**src/rtl/mem_access_unit.sv**
```systemverilog
// mem_access_unit: single-outstanding load/store/fetch engine between the
// control FSM and a variable-latency memory with valid/ready request and
// rvalid read-response handshakes.
// Optional feature: define MEM_ACCESS_TIMEOUT_EN to enable a watchdog that
// aborts a stalled access after TIMEOUT_CYCLES cycles with bus_error.
module mem_access_unit #(
    parameter int ADDR_WIDTH     = 32,
    parameter int TIMEOUT_CYCLES = 256
) (
    input  logic                  clk,
    input  logic                  reset,
    input  logic                  req_valid,
    input  logic                  req_write,
    input  logic [2:0]            req_funct3,
    input  logic [ADDR_WIDTH-1:0] req_addr,
    input  logic [31:0]           req_wdata,
    output logic                  busy,
    output logic                  done,
    output logic [31:0]           rdata,
    output logic                  fault,
    output logic                  bus_error,
    output logic                  mem_valid,
    input  logic                  mem_ready,
    output logic                  mem_we,
    output logic [ADDR_WIDTH-1:0] mem_addr,
    output logic [3:0]            mem_be,
    output logic [31:0]           mem_wdata,
    input  logic                  mem_rvalid,
    input  logic [31:0]           mem_rdata
);

    typedef enum logic [2:0] {
        S_IDLE,
        S_REQ,
        S_RESP,
        S_DONE,
        S_FAULT
    } state_t;

    state_t                r_state;
    state_t                w_next;

    logic                  r_write;
    logic [2:0]            r_funct3;
    logic [1:0]            r_off;
    logic [ADDR_WIDTH-1:0] r_maddr;
    logic [3:0]            r_be;
    logic [31:0]           r_wdata;
    logic [31:0]           r_rdata;

    logic                  w_illegal;
    logic                  w_misaligned;
    logic                  w_timeout;
    logic [3:0]            w_be;
    logic [31:0]           w_wdata_rep;
    logic [31:0]           w_shift;
    logic [31:0]           w_load;

    // Decode the incoming request: legality, alignment, lane enables and store data
    always_comb begin
        w_illegal = 1'b0;
        case (req_funct3)
            3'b011, 3'b110, 3'b111: w_illegal = 1'b1;
            3'b100, 3'b101:         w_illegal = req_write;  // no unsigned stores
            default:                w_illegal = 1'b0;
        endcase

        w_misaligned = ((req_funct3[1:0] == 2'b01) && req_addr[0]) ||
                       ((req_funct3[1:0] == 2'b10) && (req_addr[1:0] != 2'b00));

        case (req_funct3[1:0])
            2'b00: begin
                w_be        = 4'b0001 << req_addr[1:0];
                w_wdata_rep = {4{req_wdata[7:0]}};
            end
            2'b01: begin
                w_be        = 4'b0011 << req_addr[1:0];
                w_wdata_rep = {2{req_wdata[15:0]}};
            end
            default: begin
                w_be        = 4'b1111;
                w_wdata_rep = req_wdata;
            end
        endcase
    end

    // Pick the addressed byte/halfword out of the response word and extend it
    always_comb begin
        w_shift = mem_rdata >> {r_off, 3'b000};
        case (r_funct3)
            3'b000:  w_load = {{24{w_shift[7]}}, w_shift[7:0]};
            3'b100:  w_load = {24'h0, w_shift[7:0]};
            3'b001:  w_load = {{16{w_shift[15]}}, w_shift[15:0]};
            3'b101:  w_load = {16'h0, w_shift[15:0]};
            default: w_load = mem_rdata;
        endcase
    end

    // State register
    always_ff @(posedge clk) begin
        if (reset) r_state <= S_IDLE;
        else       r_state <= w_next;
    end

    // Next-state and handshake outputs; completion wins over a same-cycle timeout
    always_comb begin
        w_next    = r_state;
        busy      = 1'b0;
        done      = 1'b0;
        fault     = 1'b0;
        mem_valid = 1'b0;
        case (r_state)
            S_IDLE: begin
                if (req_valid)
                    w_next = (w_illegal || w_misaligned) ? S_FAULT : S_REQ;
            end
            S_REQ: begin
                busy      = 1'b1;
                mem_valid = 1'b1;
                if (mem_ready)      w_next = r_write ? S_DONE : S_RESP;
                else if (w_timeout) w_next = S_DONE;
            end
            S_RESP: begin
                busy = 1'b1;
                if (mem_rvalid)     w_next = S_DONE;
                else if (w_timeout) w_next = S_DONE;
            end
            S_DONE: begin
                busy   = 1'b1;
                done   = 1'b1;
                w_next = S_IDLE;
            end
            S_FAULT: begin
                busy   = 1'b1;
                done   = 1'b1;
                fault  = 1'b1;
                w_next = S_IDLE;
            end
            default: w_next = S_IDLE;
        endcase
    end

    // Capture request fields on acceptance; latch extended load data on rvalid
    always_ff @(posedge clk) begin
        if (reset) begin
            r_write  <= 1'b0;
            r_funct3 <= 3'b000;
            r_off    <= 2'b00;
            r_maddr  <= '0;
            r_be     <= 4'b0000;
            r_wdata  <= 32'h0;
            r_rdata  <= 32'h0;
        end else begin
            if (r_state == S_IDLE && req_valid) begin
                r_write  <= req_write;
                r_funct3 <= req_funct3;
                r_off    <= req_addr[1:0];
                r_maddr  <= {req_addr[ADDR_WIDTH-1:2], 2'b00};
                r_be     <= w_be;
                r_wdata  <= w_wdata_rep;
            end
            if (r_state == S_RESP && mem_rvalid)
                r_rdata <= w_load;
        end
    end

`ifdef MEM_ACCESS_TIMEOUT_EN
    localparam int CNT_W = $clog2(TIMEOUT_CYCLES) + 1;

    logic [CNT_W-1:0] r_cnt;
    logic             r_berr;

    assign w_timeout = (r_cnt == CNT_W'(TIMEOUT_CYCLES - 1));
    assign bus_error = (r_state == S_DONE) && r_berr;

    // Watchdog: zero while idle (so it starts at 0 in REQ), count through REQ/RESP
    always_ff @(posedge clk) begin
        if (reset) begin
            r_cnt  <= '0;
            r_berr <= 1'b0;
        end else begin
            if (r_state == S_IDLE)
                r_cnt <= '0;
            else if (r_state == S_REQ || r_state == S_RESP)
                r_cnt <= r_cnt + CNT_W'(1);
            r_berr <= w_timeout &&
                      ((r_state == S_REQ  && !mem_ready) ||
                       (r_state == S_RESP && !mem_rvalid));
        end
    end
`else
    assign w_timeout = 1'b0;
    assign bus_error = 1'b0;
`endif

    assign rdata     = r_rdata;
    assign mem_we    = r_write;
    assign mem_addr  = r_maddr;
    assign mem_be    = r_be;
    assign mem_wdata = r_wdata;

endmodule

```
**config.mk**
```make
export PLATFORM = sky130hd
export DESIGN_NAME = mem_access_unit
export DESIGN_NICKNAME = d
export VERILOG_FILES = /design/src/rtl/mem_access_unit.sv
export SDC_FILE = /design/constraint.sdc
export NUM_CORES = 1
export LEC_CHECK = 0
export CORE_UTILIZATION = 38
export DETAILED_ROUTE_END_ITERATION = 8
export PLACE_DENSITY = 0.7
export SLEW_MARGIN = 15
export SYNTH_ARGS = -nofsm -noshare
export SYNTH_HDL_FRONTEND = slang
export SYNTH_SLANG_ARGS = --single-unit
```
**constraint.sdc**
```tcl
create_clock -name clk -period 2.6 [get_ports clk]
set_clock_uncertainty 0.05 [all_clocks]
set_input_delay 0.65 -clock clk [delete_from_list [all_inputs] [get_ports clk]]
set_output_delay 0.65 -clock clk [all_outputs]
set_load 0.02 [all_outputs]
```
* Yosys cells after proc, flatten, opt, wreduce, memory -nomap -nowiden
Cells that the tools add are included.
Storage, ports and cells: bits in registers 107, latch bits 0, bits in writable memories 0, bits in read-only memories 0, bits of input ports 105, output and inout bits 106, logic and storage cells 57, memories 0
Cells by class: add/sub/neg operators 0, multipliers 0, divide/modulo/power cells 0, order comparisons 0, equality and inequality tests 17, shift-type cells 3, multiplexer cells 14, bitwise logic cells 0, reduce and logical (&&, ||, !) cells 15
Operators by type and width (number):
- $pmux W32 S4 | 1
- $pmux W32 S2 | 1
- $shr A32 B5 Y16 | 1
- $eq A3 B3 Y1 const B | 7
- $mux W3 | 4
- $eq A3 B2 Y1 const B | 3
- $pmux W3 S3 | 1
- $pmux W4 S2 | 1
- $eq A3 B1 Y1 const B | 2
- $logic_not A3 Y1 | 2
- $ne A2 B2 Y1 const B | 3
- $mux W1 | 5
- $logic_and A1 B1 Y1 | 4
- $reduce_or A2 Y1 | 2
- $reduce_or A4 Y1 | 1
- $shl A1 B2 Y4 const A | 1
- $shl A2 B2 Y4 const A | 1
- $reduce_and A3 Y1 | 1
- $reduce_or A3 Y1 | 1
- $eq A2 B1 Y1 const B | 1
- $eq A2 B2 Y1 const B | 1
- $logic_not A2 Y1 | 1
- $logic_or A1 B1 Y1 | 2
- $pmux W1 S2 | 1
- $reduce_bool A2 Y1 | 1

* Logic depth before layout (Yosys ltp)
depth in word-level cells 7, gate-level depth with buffers 8, mapped depth without buffers 4

* Worst setup path after synthesis
Ideal clock, no wire load.
kind input port to flip-flop, start in mem_rdata[15], end reg r_rdata[19] (netlist: rdata[19]), library setup time 81 ps, arrival 1908 ps, data required time 2469 ps, slack 561 ps, stages 6, buffers on the path 2, cell sequence mux2i_1 mux4_2 or3_1 buf_6 buf_8 a211oi_2
Between the ends: word-level cells in the longest chain between the ends 2
RTL lines:
- start, declared | line 29 | input logic [31:0] mem_rdata
- $shr A32 B5 Y16 | line 89 | w_shift = mem_rdata >> {r_off, 3'b000};
- $pmux W32 S4 | line 90 | case (r_funct3)
- end signal, assigned | line 163 | r_rdata <= w_load;
- end, declared | line 49 | logic [31:0] r_rdata;
No other way between the ends. A chain may end at the register's enable or synchronous reset.

* Worst setup path in the final report
start reg r_state[0], end out fault
Between the ends: word-level cells in the longest chain between the ends 2
RTL lines:
- start, declared | line 40 | state_t r_state;
- start signal, assigned | line 102 | else r_state <= w_next;
- $eq A3 B3 Y1 | line 112 | case (r_state)
- $mux W1 | line 112
- end, declared | line 20 | output logic fault,
No other way between the ends.

==> run metrics <==
largest net degree at the start of global routing=61; Max Cap Viol=0; top_reg_cell synth=dfxtp_1; via-per-instance ratio=approximately 5.3; drt first pass iters=5; Final Cycle Share=between 90% and 100%; placed inst area=a little over 7000 um2; Hold Path Depth=2; fin worst setup slack=around 0.15 ns; # nets final=between 800 and 900; DRT antenna net count=0; Reg2Reg Depth=5; post-CTS resize count=0; Reg clk slew, reported paths=roughly 0.070 ns; worst hold path class=flop to flop; WP buf/inv=1; diode count=0; GP Congestion=between 0.9 and 1; Rel. slew slack=a little under three fifths; worst ir drop on vdd=446 uV; cells along the critical path=nor2_1, and2_1, clkdlybuf4s50_1; Levels on crit path=3; Req. time, crit path=roughly 1.9 ns; clk_lat worst skew=0.35 ns; Max FO, Critical Path=9; share of cells above drive strength 1=7.01%; Vias=just over 5,000; Worst-Margin Slew=0.675 ns; post-CTS setup buffer count=0; initial antenna violation count=0; Mapped Area=just under 5000 um2; leakage=approximately 0.0027 uW; final WL=between 15,000 and 20,000 um; CTS Hold Bufs=0; Port Buffers=207; Cell variety after synth=39; largest area contributor in the netlist=dfxtp_1; first-pass GRT wire length=roughly 25,000 um; setup TNS=0 ns; Final Hold Viols=0; initial DRC count=330; row count=40; Synth warnings=0; H-Tree Depth=3; TritonCTS clock tree=yes; Mapped Cells=roughly 600; Mean Syn Cell Area=about 8.1 um2; die height=115 um; Critical-path top delay cell=clkdlybuf4s50_1; Initial Util=39.6%; CTS root buffer=clkbuf_16; detailed-route wire length per cell=roughly 17 um; #FFs+latches synth=about 110; Crit path max-delay family=buffers and inverters; number of synthesized flops with an enable pin=0; die area=13,200 um2; gr ovfl total=0; startpoint types=flop; total global-route track usage=between 20% and 30%; Crit path arrival time=roughly 1.8 ns; Core Area=about 12,000 um2; CTS Buf Count=9; post-DP HPWL=approximately 11,000 um; multi-input logic area=2420 um2; cell area after layout=7390 um2; Residual DRC=0; Filler cells=around 1,100; Power Density=approximately 580 nW/um2; vias in the first global route=~4,800; outcome=complete, no violations; sequential-to-total area share from yosys stat=approximately 44%; Critical Path Max Stage Delay=around 0.62 ns; final hold slack=slightly above 0.4 ns; CTS Sinks=~110; unrepaired setup endpoints after global routing=no; Area growth, synth to finish=52.7%; clock tree buffer depth=2; DP Worst Slack=-0.0988 ns; most area-consuming cells after synthesis=dfxtp_1 (44%), nand2_1 (11%), a21oi_1 (8.3%); Ports=roughly 210; Yosys top cell area share=44.3%; Die X=around 110 um; CP Class=flop to output port; final setup vio count=0; Final Max Tran Viols=0; crit end category=output port; Fmax=between 0.4 and 0.5 GHz; Final min period=roughly 2.4 ns; Async S/R FF share, synth=0%; sequential cell area=~2100 um2
power by group:
part	switching, uW	leakage, uW	internal [uW]	total (uW)
combinational	571	0.00164	514	1080
sequential	73.1	0.000876	1750	1830
clock	608	0.000142	729	1340
state kept, by name, indices dropped and copies added (netlist names):
name and count:
mem_wdata 32, rdata 32, mem_addr 30, mem_be 4, r_funct3 3, r_state 3
r_off 2, mem_we 1
final cells by class:
type,count,share of cell area [%]
clock buffer,13,3.66
timing repair buffer,230,31.3
clock inverter,3,0.288
inverter,2,0.102
sequential,107,29.0
tap,168,2.85
multi-input combinational,430,32.8
final timing paths:
path                                                  end                       from  slack (ns)
worst max register to register     rdata[17]$_SDFFE_PP0P_      r_off[0]$_SDFFE_PP0P_        0.62
worst min-delay path            mem_addr[14]$_SDFFE_PP0P_  mem_addr[14]$_SDFFE_PP0P_        0.41
worst max-delay path                                fault    r_state[0]$_SDFFE_PP0P_        0.15
worst min register to register  mem_addr[14]$_SDFFE_PP0P_  mem_addr[14]$_SDFFE_PP0P_        0.41
cell usage after synthesis, types with 7 or more instances:
master	n
dfxtp_1	107
a211oi_2	10
o21ai_0	29
mux2i_1	34
a221oi_1	9
o2bb2ai_1	7
clkbuf_1	51
nor2_1	43
a21oi_1	80
nand2_1	145
a211oi_1	17
a2bb2oi_1	7
a311oi_1	8
o221ai_1	7
cell families (layout without fill, tap and decap cells):
group	count (synthesis)	count (layout)	synth area share, %
mux	35	35	7.50
flops	107	107	44.3
xor+xnor	1	1	0.181
other cells	1	3	0.0775
compound gates	179	179	24.1
buf+inv	63	248	5.95
simple gates	212	212	17.9
layer usage:
layer | vias up | track usage, % | part of all wire [%]
li1 | 2451 | - | -
met1 | 2367 | 28.9 | 42
met2 | 226 | 39.4 | 46
met3 | 20 | 9.07 | 10
met4 | 0 | 8.23 | 1.9
met5 | - | 0 | 0
worst min-delay path: cells and delay by family, from the launching register on:
family | cells | cell delay, ns
AO/OA/AOI/OAI | 1 | 0.05
AND/OR/NAND/NOR | 1 | 0.05
flip-flops | 1 | 0.31
stage by stage:
step / total power [uW] / cells / util, %
floorplan: 2420 / 600 / -
global placement: 2920 / 937 / 58.1
detailed placement: 2940 / 937 / 58.1
CTS: 4280 / 953 / 60.4
global route: 4430 / 953 / 60.5
finish: 4250 / 953 / 60.5
placed cells by master, fill, tap and decap left out, drive strengths merged:
master | netlist | routed
clkdlybuf4s50 | 0 | 204
nand2 | 145 | 145
dfxtp | 107 | 107
a21oi | 80 | 80
nor2 | 43 | 43
mux2i | 34 | 34
o21ai | 29 | 29
a211oi | 27 | 27
buf | 10 | 24
clkbuf | 51 | 13
a221oi | 9 | 9
a311oi | 8 | 8
o2bb2ai | 7 | 7
a2bb2oi | 7 | 7
o221ai | 7 | 7
nand2b | 5 | 5
nor3 | 5 | 5
o22ai | 3 | 3
conb | 1 | 3
or3 | 2 | 2
or3b | 2 | 2
inv | 2 | 2
nand3b | 2 | 2
nor4 | 2 | 2
dlymetal6s2s | 0 | 2
nor3b | 2 | 2
clkinv | 0 | 2
and2 | 1 | 1
xnor2 | 1 | 1
o21bai | 1 | 1
mux4 | 1 | 1
nor2b | 1 | 1
nand3 | 1 | 1
nor4b | 1 | 1
o21a | 1 | 1
clkinvlp | 0 | 1
Note: power is estimated with default switching activity, not from simulation.
